[src/rtl/door_motor_arbiter.sv]
// Round-robin arbiter sharing one motor supply between two door controllers,
// with sensor-gated drive, a settle gap between grants and a travel watchdog.
module door_motor_arbiter #(
   parameter int TIMEOUT = 200,
   parameter int SETTLE  = 4
) (
   input  logic       clk,
   input  logic       r,
   input  logic [1:0] req_u,
   input  logic [1:0] req_d,
   input  logic [1:0] c,
   input  logic [1:0] o,
   input  logic [1:0] s,
   input  logic       clr,
   output logic [1:0] u,
   output logic [1:0] d,
   output logic [1:0] gnt,
   output logic [1:0] fault,
   output logic [1:0] State
);

   localparam int unsigned TW = $clog2(TIMEOUT + 1);
   localparam int unsigned SW = $clog2(SETTLE + 1);

   typedef enum logic [1:0] {
      IDLE = 2'd0,
      RUN  = 2'd1,
      SETL = 2'd2,
      RSVD = 2'd3
   } state_t;

   state_t          st_q, st_n;
   logic [1:0]      gnt_q, gnt_n;
   logic [1:0]      fault_q, fault_n;
   logic            last_q, last_n;
   logic [TW-1:0]   dcnt_q, dcnt_n;
   logic [SW-1:0]   scnt_q, scnt_n;
   logic [1:0]      vreq;
   logic            gi;
   logic            drv;
   logic            win;

   assign vreq = (req_u ^ req_d) & ~fault_q;
   assign gi   = gnt_q[1];

   // gnt is only non-zero in Run, so drive needs no extra state qualification
   assign u   = gnt_q & req_u & ~o;
   assign d   = gnt_q & req_d & ~c & ~s;
   assign drv = |(u | d);

   assign gnt   = gnt_q;
   assign fault = fault_q;
   assign State = st_q;

   always_ff @(posedge clk or posedge r) begin
      if (r) begin
         st_q    <= IDLE;
         gnt_q   <= '0;
         fault_q <= '0;
         last_q  <= 1'b1;
         dcnt_q  <= '0;
         scnt_q  <= '0;
      end else begin
         st_q    <= st_n;
         gnt_q   <= gnt_n;
         fault_q <= fault_n;
         last_q  <= last_n;
         dcnt_q  <= dcnt_n;
         scnt_q  <= scnt_n;
      end
   end

   always_comb begin
      st_n    = st_q;
      gnt_n   = gnt_q;
      last_n  = last_q;
      dcnt_n  = dcnt_q;
      scnt_n  = scnt_q;
      win     = 1'b0;
      // clear is applied first so a same-edge timeout below overrides it
      fault_n = clr ? '0 : fault_q;
      case (st_q)
         IDLE: begin
            if (|vreq) begin
               win    = (vreq == 2'b11) ? ~last_q : vreq[1];
               gnt_n  = win ? 2'b10 : 2'b01;
               last_n = win;
               st_n   = RUN;
               dcnt_n = '0;
               scnt_n = '0;
            end
         end
         RUN: begin
            if (!vreq[gi]) begin
               gnt_n  = '0;
               dcnt_n = '0;
               scnt_n = '0;
               st_n   = SETL;
            end else if (drv) begin
               if (dcnt_q == TW'(TIMEOUT - 1)) begin
                  fault_n[gi] = 1'b1;
                  gnt_n       = '0;
                  dcnt_n      = '0;
                  scnt_n      = '0;
                  st_n        = SETL;
               end else begin
                  dcnt_n = dcnt_q + 1'b1;
               end
            end
         end
         SETL: begin
            gnt_n = '0;
            if (scnt_q == SW'(SETTLE - 1)) begin
               scnt_n = '0;
               dcnt_n = '0;
               st_n   = IDLE;
            end else begin
               scnt_n = scnt_q + 1'b1;
            end
         end
         default: begin
            st_n   = IDLE;
            gnt_n  = '0;
            dcnt_n = '0;
            scnt_n = '0;
         end
      endcase
   end

endmodule
[config.mk]
export PLATFORM = sky130hd
export DESIGN_NAME = door_motor_arbiter
export DESIGN_NICKNAME = d
export VERILOG_FILES = /design/src/rtl/door_motor_arbiter.sv
export SDC_FILE = /design/constraint.sdc
export NUM_CORES = 1
export LEC_CHECK = 0
export BUFFER_PORTS_ARGS = -buffer_cell sky130_fd_sc_hd__buf_2
export CAP_MARGIN = 20
export CORE_MARGIN = 2
export CORE_UTILIZATION = 49
export CTS_BUF_LIST = sky130_fd_sc_hd__clkbuf_4
export CTS_CLUSTER_DIAMETER = 80
export DETAILED_ROUTE_END_ITERATION = 16
export PLACE_DENSITY_LB_ADDON = 0.08
export SLEW_MARGIN = 30
export SYNTH_ARGS = -nofsm -noshare
export SYNTH_HDL_FRONTEND = slang
export SYNTH_SLANG_ARGS = --single-unit
[constraint.sdc]
create_clock -name clk -period 2.17 [get_ports clk]
set_clock_uncertainty 0.05 [all_clocks]
set_input_delay 0.434 -clock clk [delete_from_list [all_inputs] [get_ports clk]]
set_output_delay 0.434 -clock clk [all_outputs]
set_load 0.02 [all_outputs]
-- Yosys cells after proc, flatten, opt, wreduce, memory -nomap -nowiden
Index checks and enable logic that the tools add are counted.
- output and inout bits: 10
- input port bits: 13
- word-level logic and storage cells: 75
- register bits after elaboration: 18
- $add $sub $neg: 2
- muxes and demuxes: 34
- eq/ne operators: 9
- magnitude comparators: 2
- reductions and logical operators: 8
- bitwise operators: 14
- operator list (operator ; number):
    $mux 8 ; 5
    $mux 2 ; 15
    $pmux 8 s3 ; 1
    $mux 3 ; 5
    $and 2x2->2 ; 6
    $pmux 3 s3 ; 1
    $add 8x1->8 const B ; 1
    $eq 8x8->1 const B ; 1
    $not 2->2 ; 4
    $ne 3x3->1 const B ; 2
    $pmux 2 s3 ; 1
    $reduce_and 3->1 ; 2
    $eq 2x2->1 const B ; 2
    $mux 1 ; 4
    $ne 2x2->1 const B ; 2
    $or 2x2->2 ; 2
    $pmux 2 s2 ; 1
    $reduce_and 4->1 ; 1
    $reduce_or 2->1 ; 2
    $add 3x1->3 const B ; 1
    $eq 3x2->1 const B ; 1
    $eq 2x1->1 const B ; 1
    $logic_not 2->1 ; 1
    $lt 1x2->1 const B ; 1
    6 further kinds ; 6

-- Logic depth before layout (Yosys ltp)
- depth after elaboration: 9
- depth in mapped cells: 6
- mapped depth without buffers: 6

-- Worst setup path before layout
OpenSTA, ideal clock, no wires.
- kind: reg2reg
- start point: reg st_q[1], in the netlist State[1]
- end point: reg dcnt_q[1]
- path buffers: 1
- setup slack: 192 ps
- period minus slack after synthesis: 1978 ps
- arrival: 1800 ps
- data required time: 1992 ps
- cell stages (with the launch flop): 7
- cells stage by stage: dfrtp_1 > nand2b_1 > or4b_1 > buf_2 > nand2_2 > a21oi_1 > mux2_1
- word-level cells in the longest chain between the ends: 3
- ends and longest elaborated chain (what ; RTL line ; text):
    start: declaration ; 32 ; state_t st_q, st_n;
    start signal: assignment ; 64 ; st_q <= st_n;
    $eq 2x1->1, or another cell as far along ; 82 ; case (st_q)
    $ne 3x3->1 (no line) / $ne 2x2->1 (equally long branches) ; n/a ;
    $reduce_and 3->1 (no line) ; n/a ;
    end signal: assignment ; 68 ; dcnt_q <= dcnt_n;
    end: declaration ; 36 ; logic [TW-1:0] dcnt_q, dcnt_n;
Parallel ways exist; a longest one is shown, timed or not.
A chain may end at the register's enable or synchronous reset.

-- Final worst setup path
- start point: reg dcnt_q[0]
- end point: reg scnt_q[0]
- word-level cells in the longest chain between the ends: 3
- ends and longest elaborated chain (what ; RTL line ; text):
    $eq 8x8->1 ; 100 ; if (dcnt_q == TW'(TIMEOUT - 1)) begin
    $ne 3x3->1 (no line) ; n/a ;
    $reduce_and 3->1 (no line) ; n/a ;
    end signal: assignment ; 69 ; scnt_q <= scnt_n;
    end: declaration ; 37 ; logic [SW-1:0] scnt_q, scnt_n;
Every way passes these cells.

==> reports/metrics.cfg <==
[timing]
rsz0062_at_grt = false
period_share_pct = 91.7
max_freq_ghz = 0.503
tightest_slew_ns = 0.663
period_needed_ns = 1.99
finalSetupViolations = 0
slew_headroom_pct = 55.8
whs_ns = 0.162
hold_viol = 0
slew_viol_final = 0
tns_ns = 0

[global_route]
antenna_found_initial = 0
track_usage_pct = 20.6
grt_pass1_wl_um = 4000
grt_pass1_vias = 879
grt_max_degree = 19
grt-ovfl-total = 0

[clocking]
cts_sinks = 18
htree_levels = 1
clk_pin_slew_worst_paths_ns = 0.10
postCtsSetupBuffers = 0
cts_buffers = 3
postCtsResizedCells = 0
cts-root-buf = clkbuf_4
ctsHoldBuffers = 0
cts_tree = built
insertion_delay_ns = 0.30
cts_buffer_depth = 2

[worst_setup_path]
r2r-end = scnt_q[0]
crit_type = reg2reg
crit_required_ns = 2.30
crit_path_start_kind = register
r2r-start = dcnt_q[0]
r2r_cells = 6
reg2reg_slack_ns = 0.18
arrival_ns = 2.12
worstPathMaxFanout = 5
cp-end-kind = register

[drt]
vias_per_cell = 5.76
wl_um = 2260
vias = 933
first_iter_violations = 24
drc = 0
wl_per_cell_um = 13.9
antenna_left = 0
first_pass_iters = 4

[job]
drv_cap = 0

[floorplanning]
initial_core_util_pct = 52.8
die_area_um2 = 2540
dieHeight_um = 50.4
io_pins = 23
die-width_um = 50.4
core-area_um2 = 2000
rows = 16

[synth]
avgSynthCellArea_um2 = 9.78
synth.area.top_cells = dfrtp_1 (40%), a21oi_1 (3.8%), inv_1 (2.8%), dfstp_2 (2.5%), o2bb2ai_1 (2.5%)
ys_ff_latch = 18
synth_top_cell_by_area = dfrtp_1
yosysSeqAreaShare_pct = 42.8
yosys_warnings = 0
synth_edf_count = 0
synth.distinct_cells = 41
synth_top_area_share_pct = 40.3
syn-num-nets = 123
synthArstFlopShare_pct = 100
syn_area_um2 = 1060
netlist_instances = 108
synth_ff_type = dfrtp_1

[placed_design]
port_buffers = 22
dpl.hpwl_um = 1750
place_area_um2 = 1210
gp_congestion = 0.925

[hold_path]
hp-class = in2async

[final_layout]
finish.instance_area_um2 = 1240
num-nets-final = 151
drive_gt1_share_pct = 25.2
layout_commonest_cell = buf_2
fillCellCount = 172
antenna_cells = 0
synthToLayoutAreaGrowth_pct = 17.7
layout_common_cells = buf_2 (22), dfrtp_1 (17), inv_1 (8), a21oi_1 (8)
multi_input_area_um2 = 564
seqCellArea_um2 = 452

[run_status]
outcome = finished, final reports clean

[power_and_ir_drop]
vdd_drop_max_v = 0.000644
power_density_nw_per_um2 = 998
leakagePower_nw = 0.615

metal layers:
metal / vias to the layer above / track usage, % / share of wire (%)
met5: - / 0 / 0
met4: 0 / 8.56 / 1.7
met3: 5 / 2.68 / 5.3
met2: 25 / 31.6 / 45
met1: 442 / 29.3 / 48
li1: 461 / - / -
Yosys cell counts (2+ instances only):
cell       count
o22ai_1        2
nand2_1        5
buf_2          2
a31o_1         2
nor2_1         4
a22oi_1        2
nand2b_1       4
a21oi_1        8
nand4_1        3
mux2_1         2
o31ai_1        3
o21ai_1        3
ha_1           2
xnor2_1        2
or4_1          2
nand3_1        5
and3_1         3
nor3_1         3
o2bb2ai_1      3
a21o_1         2
inv_1          8
nand3b_1       2
dfrtp_1       17
nand4bb_1      2
logic make-up after synthesis:
family	after synthesis	synth area share (%)
AND/OR/NAND/NOR	40	22.6
AO/OA/AOI/OAI	32	22.6
flip-flops	18	42.8
buffers and inverters	10	3.79
multiplexers	4	4.15
XOR/XNOR	2	1.66
adder cells (fa/ha/maj)	2	2.37
cell type report:
cell class | count | share of cell area [%]
clock buffer | 4 | 2.42
inverter | 8 | 2.42
multi-input combinational | 80 | 45.4
sequential | 18 | 36.4
tap | 27 | 2.72
timing repair buffer | 25 | 10.7
how the worst max path moves through the flow:
stage	from	to	slack (ns)	depth (start not counted)
after global placement	req_u[1]	scnt_q[1]	0.17	6
after floorplan	State[1]	dcnt_q[1]	0.19	6
after detailed placement	req_d[1]	dcnt_q[1]	0.14	6
after global routing	dcnt_q[0]	scnt_q[0]	0.06	6
after CTS	dcnt_q[0]	scnt_q[0]	0.24	6
final	dcnt_q[0]	scnt_q[0]	0.18	6
metrics by stage:
step	cells	setup WS (ns)	utilization, %	power (mW)
3_5_place_dp	158	0.143	60.6	1.06
3_3_place_gp	158	0.174	60.6	1.04
6_report	162	0.181	62.1	1.24
5_1_grt	162	0.0559	62.1	1.34
2_1_floorplan	108	0.192	-	0.883
4_1_cts	162	0.239	62.1	1.25
state kept, by name, indices dropped and copies added (netlist names):
name and cells:
dcnt_q 8, scnt_q 3, last_q 1, gnt 2, fault 2, State 2
worst max-delay path: stages, from the launching register on:
cell and delay [ns]:
dfrtp_1 0.42, ha_1 0.24, nand4_1 0.13, nor4_1 0.45, a22o_4 0.23, a21oi_4 0.07
mux2_1 0.29
power breakdown:
group	leakage (nW)	internal, mW	switching (mW)
combinational	0.355	0.248	0.342
sequential	0.242	0.405	0.0598
clock	0.0184	0.0841	0.102
Note: power is estimated with default switching activity, not from simulation.
